===== config.mk =====
export PLATFORM = sky130hd
export DESIGN_NAME = video_fifo
export DESIGN_NICKNAME = d
export VERILOG_FILES = /design/src/rtl/video_fifo_pkg.sv /design/src/rtl/video_fifo_ram.sv /design/src/rtl/video_fifo.sv
export SDC_FILE = /design/constraint.sdc
export NUM_CORES = 2
export LEC_CHECK = 0
export CAP_MARGIN = 0
export CORE_UTILIZATION = 50
export CTS_CLUSTER_DIAMETER = 80
export DETAILED_ROUTE_END_ITERATION = 6
export PLACE_DENSITY = 0.65
export SETUP_SLACK_MARGIN = 0.5
export SKIP_LAST_GASP = 1
export SLEW_MARGIN = 20
export SYNTH_ARGS = -nofsm -noshare
export SYNTH_HDL_FRONTEND = slang
export SYNTH_SLANG_ARGS = --single-unit

===== constraint.sdc =====
create_clock -name clk -period 11.6 [get_ports clk]
set_clock_uncertainty 0.1 [all_clocks]
set_input_delay 1.74 -clock clk [delete_from_list [all_inputs] [get_ports clk]]
set_output_delay 1.74 -clock clk [all_outputs]
set_load 0.05 [all_outputs]

===== src/rtl/video_fifo_pkg.sv =====
// Shared constants, types and helpers for the video_fifo block.
// The optional almost-full / almost-empty flags are controlled by the
// VIDEO_FIFO_ALMOST_EN macro; see video_fifo.sv.
package video_fifo_pkg;

    // Default geometry: 256 words of 8 bits.
    localparam int unsigned DefAddrWidth = 8;
    localparam int unsigned DefDataWidth = 8;
    localparam int unsigned DefAeThresh  = 4;
    localparam int unsigned DefAfThresh  = (1 << DefAddrWidth) - 4;

    // The level counter needs one extra bit so it can represent a completely full FIFO.
    function automatic int unsigned level_w(input int unsigned addr_width);
        return addr_width + 1;
    endfunction

    // Pointer and level types for the default geometry.
    typedef logic [DefAddrWidth-1:0]          ptr_t;
    typedef logic [level_w(DefAddrWidth)-1:0] level_t;

endpackage


===== src/rtl/video_fifo_ram.sv =====
// Simple dual-port, single-clock RAM with a registered read port.
// The read register only loads when re is high, so it doubles as the
// FIFO output register and holds its word while the consumer stalls.
module video_fifo_ram
    import video_fifo_pkg::*;
#(
    parameter int unsigned ADDR_WIDTH = DefAddrWidth,
    parameter int unsigned DATA_WIDTH = DefDataWidth
) (
    input  logic                  clk,
    input  logic                  rst,
    input  logic                  we,
    input  logic [ADDR_WIDTH-1:0] waddr,
    input  logic [DATA_WIDTH-1:0] wdata,
    input  logic                  re,
    input  logic [ADDR_WIDTH-1:0] raddr,
    output logic [DATA_WIDTH-1:0] rdata
);

    localparam int unsigned Depth = 1 << ADDR_WIDTH;

    logic [DATA_WIDTH-1:0] mem [Depth];
    logic [DATA_WIDTH-1:0] rdata_q;

    // Write port; the array is never reset so it maps onto block RAM.
    always_ff @(posedge clk) begin
        if (we) begin
            mem[waddr] <= wdata;
        end
    end

    // Registered read with synchronous reset of the output register only.
    always_ff @(posedge clk) begin
        if (rst) begin
            rdata_q <= '0;
        end else if (re) begin
            rdata_q <= mem[raddr];
        end
    end

    assign rdata = rdata_q;

endmodule


===== src/rtl/video_fifo.sv =====
// Single-clock FIFO with valid/ready on both sides, a prefetching output
// register and a registered fill level (RAM words plus output register).
// Define VIDEO_FIFO_ALMOST_EN to add registered almost_full/almost_empty
// outputs and their AF_THRESH / AE_THRESH parameters.
module video_fifo
    import video_fifo_pkg::*;
#(
    parameter int unsigned ADDR_WIDTH = DefAddrWidth,
    parameter int unsigned DATA_WIDTH = DefDataWidth
`ifdef VIDEO_FIFO_ALMOST_EN
    ,
    parameter int unsigned AF_THRESH  = (1 << ADDR_WIDTH) - 4,
    parameter int unsigned AE_THRESH  = DefAeThresh
`endif
) (
    input  logic                             clk,
    input  logic                             rst,
    input  logic [DATA_WIDTH-1:0]            in_data,
    input  logic                             in_valid,
    output logic                             in_ready,
    output logic [DATA_WIDTH-1:0]            out_data,
    output logic                             out_valid,
    input  logic                             out_ready,
    output logic [level_w(ADDR_WIDTH)-1:0]   level
`ifdef VIDEO_FIFO_ALMOST_EN
    ,
    output logic                             almost_full,
    output logic                             almost_empty
`endif
);

    localparam int unsigned Lw = level_w(ADDR_WIDTH);
    localparam logic [Lw-1:0] LevelFull = Lw'(1 << ADDR_WIDTH);

    logic [ADDR_WIDTH-1:0] wptr_q, wptr_d;
    logic [ADDR_WIDTH-1:0] rptr_q, rptr_d;
    logic [Lw-1:0]         ram_count_q, ram_count_d;
    logic [Lw-1:0]         level_q, level_d;
    logic                  out_valid_q, out_valid_d;

    logic push, pop, fetch;

    // Handshake decode; in_ready looks only at rst and registered level.
    always_comb begin
        in_ready = !rst && (level_q != LevelFull);
        push     = in_valid && in_ready;
        pop      = out_valid_q && out_ready;
        fetch    = (ram_count_q != '0) && (!out_valid_q || pop);
    end

    // Next-state for pointers, counters and the output-valid flag.
    always_comb begin
        wptr_d      = push  ? wptr_q + ADDR_WIDTH'(1) : wptr_q;
        rptr_d      = fetch ? rptr_q + ADDR_WIDTH'(1) : rptr_q;

        ram_count_d = ram_count_q;
        unique case ({push, fetch})
            2'b10:   ram_count_d = ram_count_q + Lw'(1);
            2'b01:   ram_count_d = ram_count_q - Lw'(1);
            default: ram_count_d = ram_count_q;
        endcase

        level_d = level_q;
        unique case ({push, pop})
            2'b10:   level_d = level_q + Lw'(1);
            2'b01:   level_d = level_q - Lw'(1);
            default: level_d = level_q;
        endcase

        out_valid_d = out_valid_q;
        if (fetch) begin
            out_valid_d = 1'b1;
        end else if (pop) begin
            out_valid_d = 1'b0;
        end
    end

    // Control state; reset discards every stored word.
    always_ff @(posedge clk) begin
        if (rst) begin
            wptr_q      <= '0;
            rptr_q      <= '0;
            ram_count_q <= '0;
            level_q     <= '0;
            out_valid_q <= 1'b0;
        end else begin
            wptr_q      <= wptr_d;
            rptr_q      <= rptr_d;
            ram_count_q <= ram_count_d;
            level_q     <= level_d;
            out_valid_q <= out_valid_d;
        end
    end

    // The RAM read register is the output register: it loads on fetch only.
    video_fifo_ram #(
        .ADDR_WIDTH (ADDR_WIDTH),
        .DATA_WIDTH (DATA_WIDTH)
    ) u_ram (
        .clk   (clk),
        .rst   (rst),
        .we    (push),
        .waddr (wptr_q),
        .wdata (in_data),
        .re    (fetch),
        .raddr (rptr_q),
        .rdata (out_data)
    );

    assign out_valid = out_valid_q;
    assign level     = level_q;

`ifdef VIDEO_FIFO_ALMOST_EN
    localparam logic [Lw-1:0] AfLevel = Lw'(AF_THRESH);
    localparam logic [Lw-1:0] AeLevel = Lw'(AE_THRESH);

    logic almost_full_q, almost_empty_q;

    // Flags follow the next level so they change on the same edge as level.
    always_ff @(posedge clk) begin
        if (rst) begin
            almost_full_q  <= 1'b0;
            almost_empty_q <= 1'b1;
        end else begin
            almost_full_q  <= (level_d >= AfLevel);
            almost_empty_q <= (level_d <= AeLevel);
        end
    end

    assign almost_full  = almost_full_q;
    assign almost_empty = almost_empty_q;
`endif

endmodule

; ---- Word level (Yosys, flattened, before mapping)
; Memories as Yosys holds them, arrays and structs flattened. A register that Yosys moved wholly into a read port is not among the register bits.
; Index checks and enable logic that the tools add are counted.
[totals]
ff_bits = 35
word_cells = 34
mem_bits_rw = 2048
n_memories = 1
in_bits = 12
[memory_table]
columns = name, words, width, read_ports, rd_ports_with_merged_regs, write_ports, line
row1 = u_ram.mem, 256, 8, 1, 1, 1, video_fifo_ram.sv:22  ; logic [DATA_WIDTH-1:0] mem [Depth];
[op_classes]
n_mux = 6
reduce_logical = 11
addsub = 6
eq_ne = 5
[ops]
columns = operator, count
row1 = $pmux W9 S2, 2
row2 = $add A9 B1 Y9 const B, 2
row3 = $sub A9 B1 Y9 const B, 2
row4 = $add A8 B1 Y8 const B, 2
row5 = $ne A9 B9 Y1 const B, 1
row6 = $reduce_bool A9 Y1, 1
row7 = $reduce_bool A2 Y1, 3
row8 = $eq A2 B1 Y1 const B, 2
row9 = $eq A2 B2 Y1 const B, 2
row10 = $logic_and A1 B1 Y1, 4
row11 = $mux W1, 4
row12 = $logic_not A1 Y1, 2
row13 = $logic_or A1 B1 Y1, 1

; ---- Depth between registers and ports, before layout
[depth]
depth_word = 5
ltp_mapped = 17
ltp_nobuf = 14

; ---- Hierarchy
; A second synthesis with hierarchy kept.
[hier_totals]
cells_unflattened = 4182
hier_area_um2 = 82640.5
[modules_own_cells]
columns = mod, n_inst, cells_each, area_each_um2
row1 = video_fifo_ram, 1, 3938, 80524.7
row2 = video_fifo, 1, 244, 2115.8

; ---- Least setup slack after synthesis
; OpenSTA, ideal clock, no wires.
[synth_timing]
path_kind = input to register
from = in rst
to = reg ram_count_q[8]
slack_ns = 5.770
stages = 14
path_buffers = 2
required_time_ns = 11.430
arrival_time_ns = 5.659
path_cell_list = clkbuf_1 -> a31oi_1 -> and2_1 -> buf_2 -> inv_1 -> ha_1 -> fa_1 -> a21o_1 -> a21oi_1 -> o21bai_1 -> a2111oi_0 -> nor4_1 -> or4_1 -> a21oi_1
[synth_between]
elab_chain_len = 5
[synth_rtl]
columns = item, line
row1 = start: declaration, video_fifo.sv:17  ; input logic rst,
row2 = $logic_not A1 Y1 (*), video_fifo.sv:45  ; in_ready = !rst && (level_q != LevelFull);
row3 = $logic_and A1 B1 Y1 (*), video_fifo.sv:45
row4 = net in_ready, video_fifo.sv:20  ; output logic in_ready,
row5 = $logic_and A1 B1 Y1 (*), video_fifo.sv:46  ; push = in_valid && in_ready;
row6 = $eq A2 B1 Y1 or $eq A2 B2 Y1 (tied branches), video_fifo.sv:57  ; unique case ({push, fetch})
row7 = $pmux W9 S2 or $reduce_bool A2 Y1 (tied branches), n/a
row8 = end signal: assignment, video_fifo.sv:89  ; ram_count_q <= ram_count_d;
row9 = end: declaration, video_fifo.sv:37  ; logic [Lw-1:0] ram_count_q, ram_count_d;
; Mark *: on every way through the listed nets, which the timed path passes. The rest lies on a longest branch.
; A chain may end at the register's enable or synchronous reset.

; ---- Worst setup path in the final report
[layout_timing]
from = in out_ready
to = reg ram_count_q[8]
[layout_between]
elab_chain_len = 5
[layout_rtl]
columns = item, line
row1 = start: declaration, video_fifo.sv:23  ; input logic out_ready,
row2 = $logic_and A1 B1 Y1 (*), video_fifo.sv:47  ; pop = out_valid_q && out_ready;
row3 = $logic_or A1 B1 Y1 (*), video_fifo.sv:48  ; fetch = (ram_count_q != '0) && (!out_valid_q || pop);
row4 = $logic_and A1 B1 Y1 (*), video_fifo.sv:48
row5 = $eq A2 B1 Y1 or $eq A2 B2 Y1 (tied branches), video_fifo.sv:57
row6 = $pmux W9 S2 or $reduce_bool A2 Y1 (tied branches), n/a
; Every way passes the cells marked *; elsewhere a longest branch is shown, timed or not.

==> flow_summary.json <==
{
  "r2r_slack_ns": 6.47,
  "crit_fanout": 14,
  "tightest_slew_ns": 1.127,
  "port_buffers": 30,
  "min_period_ns": 5.286,
  "max_cap_viol_count": 0,
  "cts_tree": "yes",
  "powerDensity_nw_per_um2": 207.2,
  "synthFlopType": "edfxtp_1",
  "worstPathArrival_ns": 5.94,
  "status": "complete, no violations",
  "die_x_um": 406.6,
  "via_per_inst": 6.413,
  "final_cells": 6342,
  "cts_resized": 0,
  "drc": 0,
  "tns_ns": 0,
  "fillers": 12046,
  "num_rows": 148,
  "wl_per_cell_um": 33.40,
  "synth-edff-count": 2048,
  "synth.distinct_cells": 72,
  "wirelength_um": 211800,
  "worst_path_largest_cell_delay_ns": 0.63,
  "ys_seq_area_share_pct": 76.19,
  "drv_slew": 0,
  "synthArstFlopShare_pct": 0,
  "place_ws_ns": 5.586,
  "setup_viol": 0,
  "ant_nets": 0,
  "slew_headroom_pct": 22.92,
  "startpoint_type": "input pin",
  "cts_buffers": 205,
  "dp_cells": 5962,
  "worstPathRequired_ns": 12.25,
  "r2r_cells": 10,
  "place.gp.congestion": 0.8926,
  "clkTransAtPathRegs_ns": 0.06,
  "rsz0062_at_grt": "false",
  "holdCritPathClass": "flip-flop to flip-flop",
  "path_class": "input pin to flip-flop",
  "syn_area_sq_um": 81840,
  "clk_latency_ns": 0.84,
  "cts_sinks": 2091,
  "slowest_stage": "a2111oi_0",
  "syn-num-nets": 3943,
  "cts_hold_buffers": 0,
  "htreeDepth": 4,
  "path_cells": "clkdlybuf4s50_1, nand2b_1, nand2_1, inv_1, ha_1, fa_1, a21o_1, a21oi_1, o21bai_1, a2111oi_0, nor4_1, or4_1, a21oi_1",
  "syn_to_final_growth_pct": 11.12,
  "cts-root-buf": "clkbuf_16",
  "post_cts_buffers": 0,
  "grt-ovfl-total": 0,
  "clockBufferDepth": 3,
  "r2r-start": "rptr_q[3]",
  "num_vias": 40674,
  "cp-startpoint": "out_ready",
  "drt-met1-wl_um": 86540,
  "cp_num_buf_inv": 2,
  "drive_gt1_share_pct": 22.67,
  "p_leak_nw": 27.62,
  "layout.nets": 4023,
  "cpMostUsedCell": "a21oi_1",
  "met2_length_um": 98000,
  "max_freq_ghz": 0.1892,
  "top_layer": "met5",
  "syn_avg_cell_area_sq_um": 20.91,
  "grt_pass1_wl_um": 300400,
  "core_sq_um": 162600,
  "drt_iter0_markers": 5467,
  "fin_ws_ns": 6.314,
  "antenna_found_initial": 5,
  "timing.final.crit_share_pct": 45.57,
  "hold_viol": 0,
  "critPathTopFamily": "compound AO/OA/AOI/OAI gates",
  "ios": 31,
  "grt_pass1_vias": 39332,
  "r2r-end": "u_ram.rdata[4]",
  "dpl.hpwl_um": 124500,
  "ir_drop_uv": 207.1,
  "ys.warnings.count": 0,
  "cp.depth": 13,
  "syn_inst": 3914,
  "dr.pass1.iters": 6,
  "hp-start": "ram_count_q[7]",
  "worstSetupEndpoint": "ram_count_q[8]",
  "dr_wl_met3_um": 21690,
  "synth_seq_cells": 2091,
  "grt_max_degree": 118,
  "die_h_um": 406.6,
  "post-route-util_pct": 55.94,
  "grt_usage_pct": 25.93,
  "crit_path_end_kind": "flip-flop",
  "fp.dieArea_sq_um": 165300,
  "initial_utilization_pct": 50.34
}
[worst register-to-register path, delay by kind of cell (launching register included)]
kind	cells	cell delay [ns]
buf+inv	4	2.22
compound gates	5	1.49
flops	1	0.61
simple gates	1	0.66
[worst min-delay path by stage]
| stage | endpoint | slack [ns] | depth (start not counted) |
|---|---|---|---|
| after floorplan | ram_count_q[8] | 0.35 | 2 |
| after global placement | ram_count_q[7] | 0.39 | 2 |
| after detailed placement | ram_count_q[7] | 0.39 | 2 |
| after CTS | ram_count_q[7] | 0.40 | 2 |
| after global routing | ram_count_q[7] | 0.44 | 2 |
| final | ram_count_q[7] | 0.40 | 2 |
[area by class of cell]
type / instances / area [sq um] / area share (%)
antenna: 2 / 5.005 / 0.005503
clock buffer: 247 / 5373 / 5.907
clock inverter: 131 / 1252 / 1.377
inverter: 12 / 47.55 / 0.05228
multi-input combinational: 1571 / 18170 / 19.98
sequential: 2091 / 62380 / 68.59
tap: 2175 / 2721 / 2.992
timing repair buffer: 113 / 998.5 / 1.098
[layer usage]
metal	track usage, %	vias to the layer above
met5	0	-
met1	38.21	21595
met4	7.057	2
met3	6.211	312
met2	38.98	2305
li1	-	16460
[synth_stat cells, drive strengths merged, types with 5 or more instances]
cell / instances / area share, %
a2111oi: 12 / 0.14
a211oi: 9 / 0.083
a21o: 6 / 0.055
a21oi: 74 / 0.45
a221o: 5 / 0.061
a221oi: 20 / 0.22
a22o: 12 / 0.13
a22oi: 44 / 0.40
a31oi: 12 / 0.092
and2: 7 / 0.054
and3: 5 / 0.038
buf: 136 / 1.2
clkbuf: 104 / 0.48
dfxtp: 43 / 1.1
edfxtp: 2048 / 75
ha: 16 / 0.24
inv: 12 / 0.055
mux2: 22 / 0.30
mux2i: 142 / 1.7
mux4: 507 / 14
nand2: 96 / 0.44
nand2b: 9 / 0.069
nand3: 26 / 0.16
nand3b: 6 / 0.055
nand4: 5 / 0.038
nor2: 312 / 1.4
nor2b: 18 / 0.14
nor3: 14 / 0.086
nor3b: 5 / 0.046
nor4: 5 / 0.038
o211ai: 7 / 0.064
o21ai: 36 / 0.22
o221ai: 22 / 0.24
o22ai: 24 / 0.18
o31ai: 8 / 0.073
o32ai: 5 / 0.054
or3: 12 / 0.092
xnor2: 16 / 0.17
xor2: 8 / 0.086
[metrics by stage]
stage	hold WS, ns	instance area, sq um	power, W
3_5_place_dp	0.3916	84320	0.01245
5_1_grt	0.4366	90940	0.01938
2_1_floorplan	0.3526	81840	0.01133
3_3_place_gp	0.3850	84300	0.01244
4_1_cts	0.3991	90940	0.01893
6_report	0.4001	90950	0.01885
[sequential cells by signal, summed over array words and instances (netlist names)]
name	flops
wptr_q	8
u_ram.rdata	8
rptr_q	8
ram_count_q	9
out_valid	1
level	9
u_ram.mem	2048
[power by group]
part,internal [W],switching [W],total [W]
Clock,0.00374,0.00283,0.00657
Sequential,0.00833,0.000130,0.00846
Combinational,0.00171,0.00210,0.00381
[cell usage in the layout (no fill, tap or decap), types with 25 or more instances in the layout]
cell type and n:
edfxtp_1 2048, nor2_1 308, nand3_1 25, clkbuf_1 38, buf_4 79, nand2_1 87, a22oi_1 44, a21oi_1 74
clkbuf_16 209, mux2i_1 142, o21ai_0 35, clkinv_2 40, dfxtp_1 36, clkinv_1 48, mux4_2 507
[kinds of logic after synthesis]
logic type,synth area share [%]
DFF,76.19
adders and majority gates,0.2691
AOI/OAI and AO/OA,2.831
and+or+nand+nor,2.773
buffers and inverters,1.686
xor gates and xnor gates,0.2568
muxes,15.99
No activity file was read; power rests on OpenSTA's default activity.
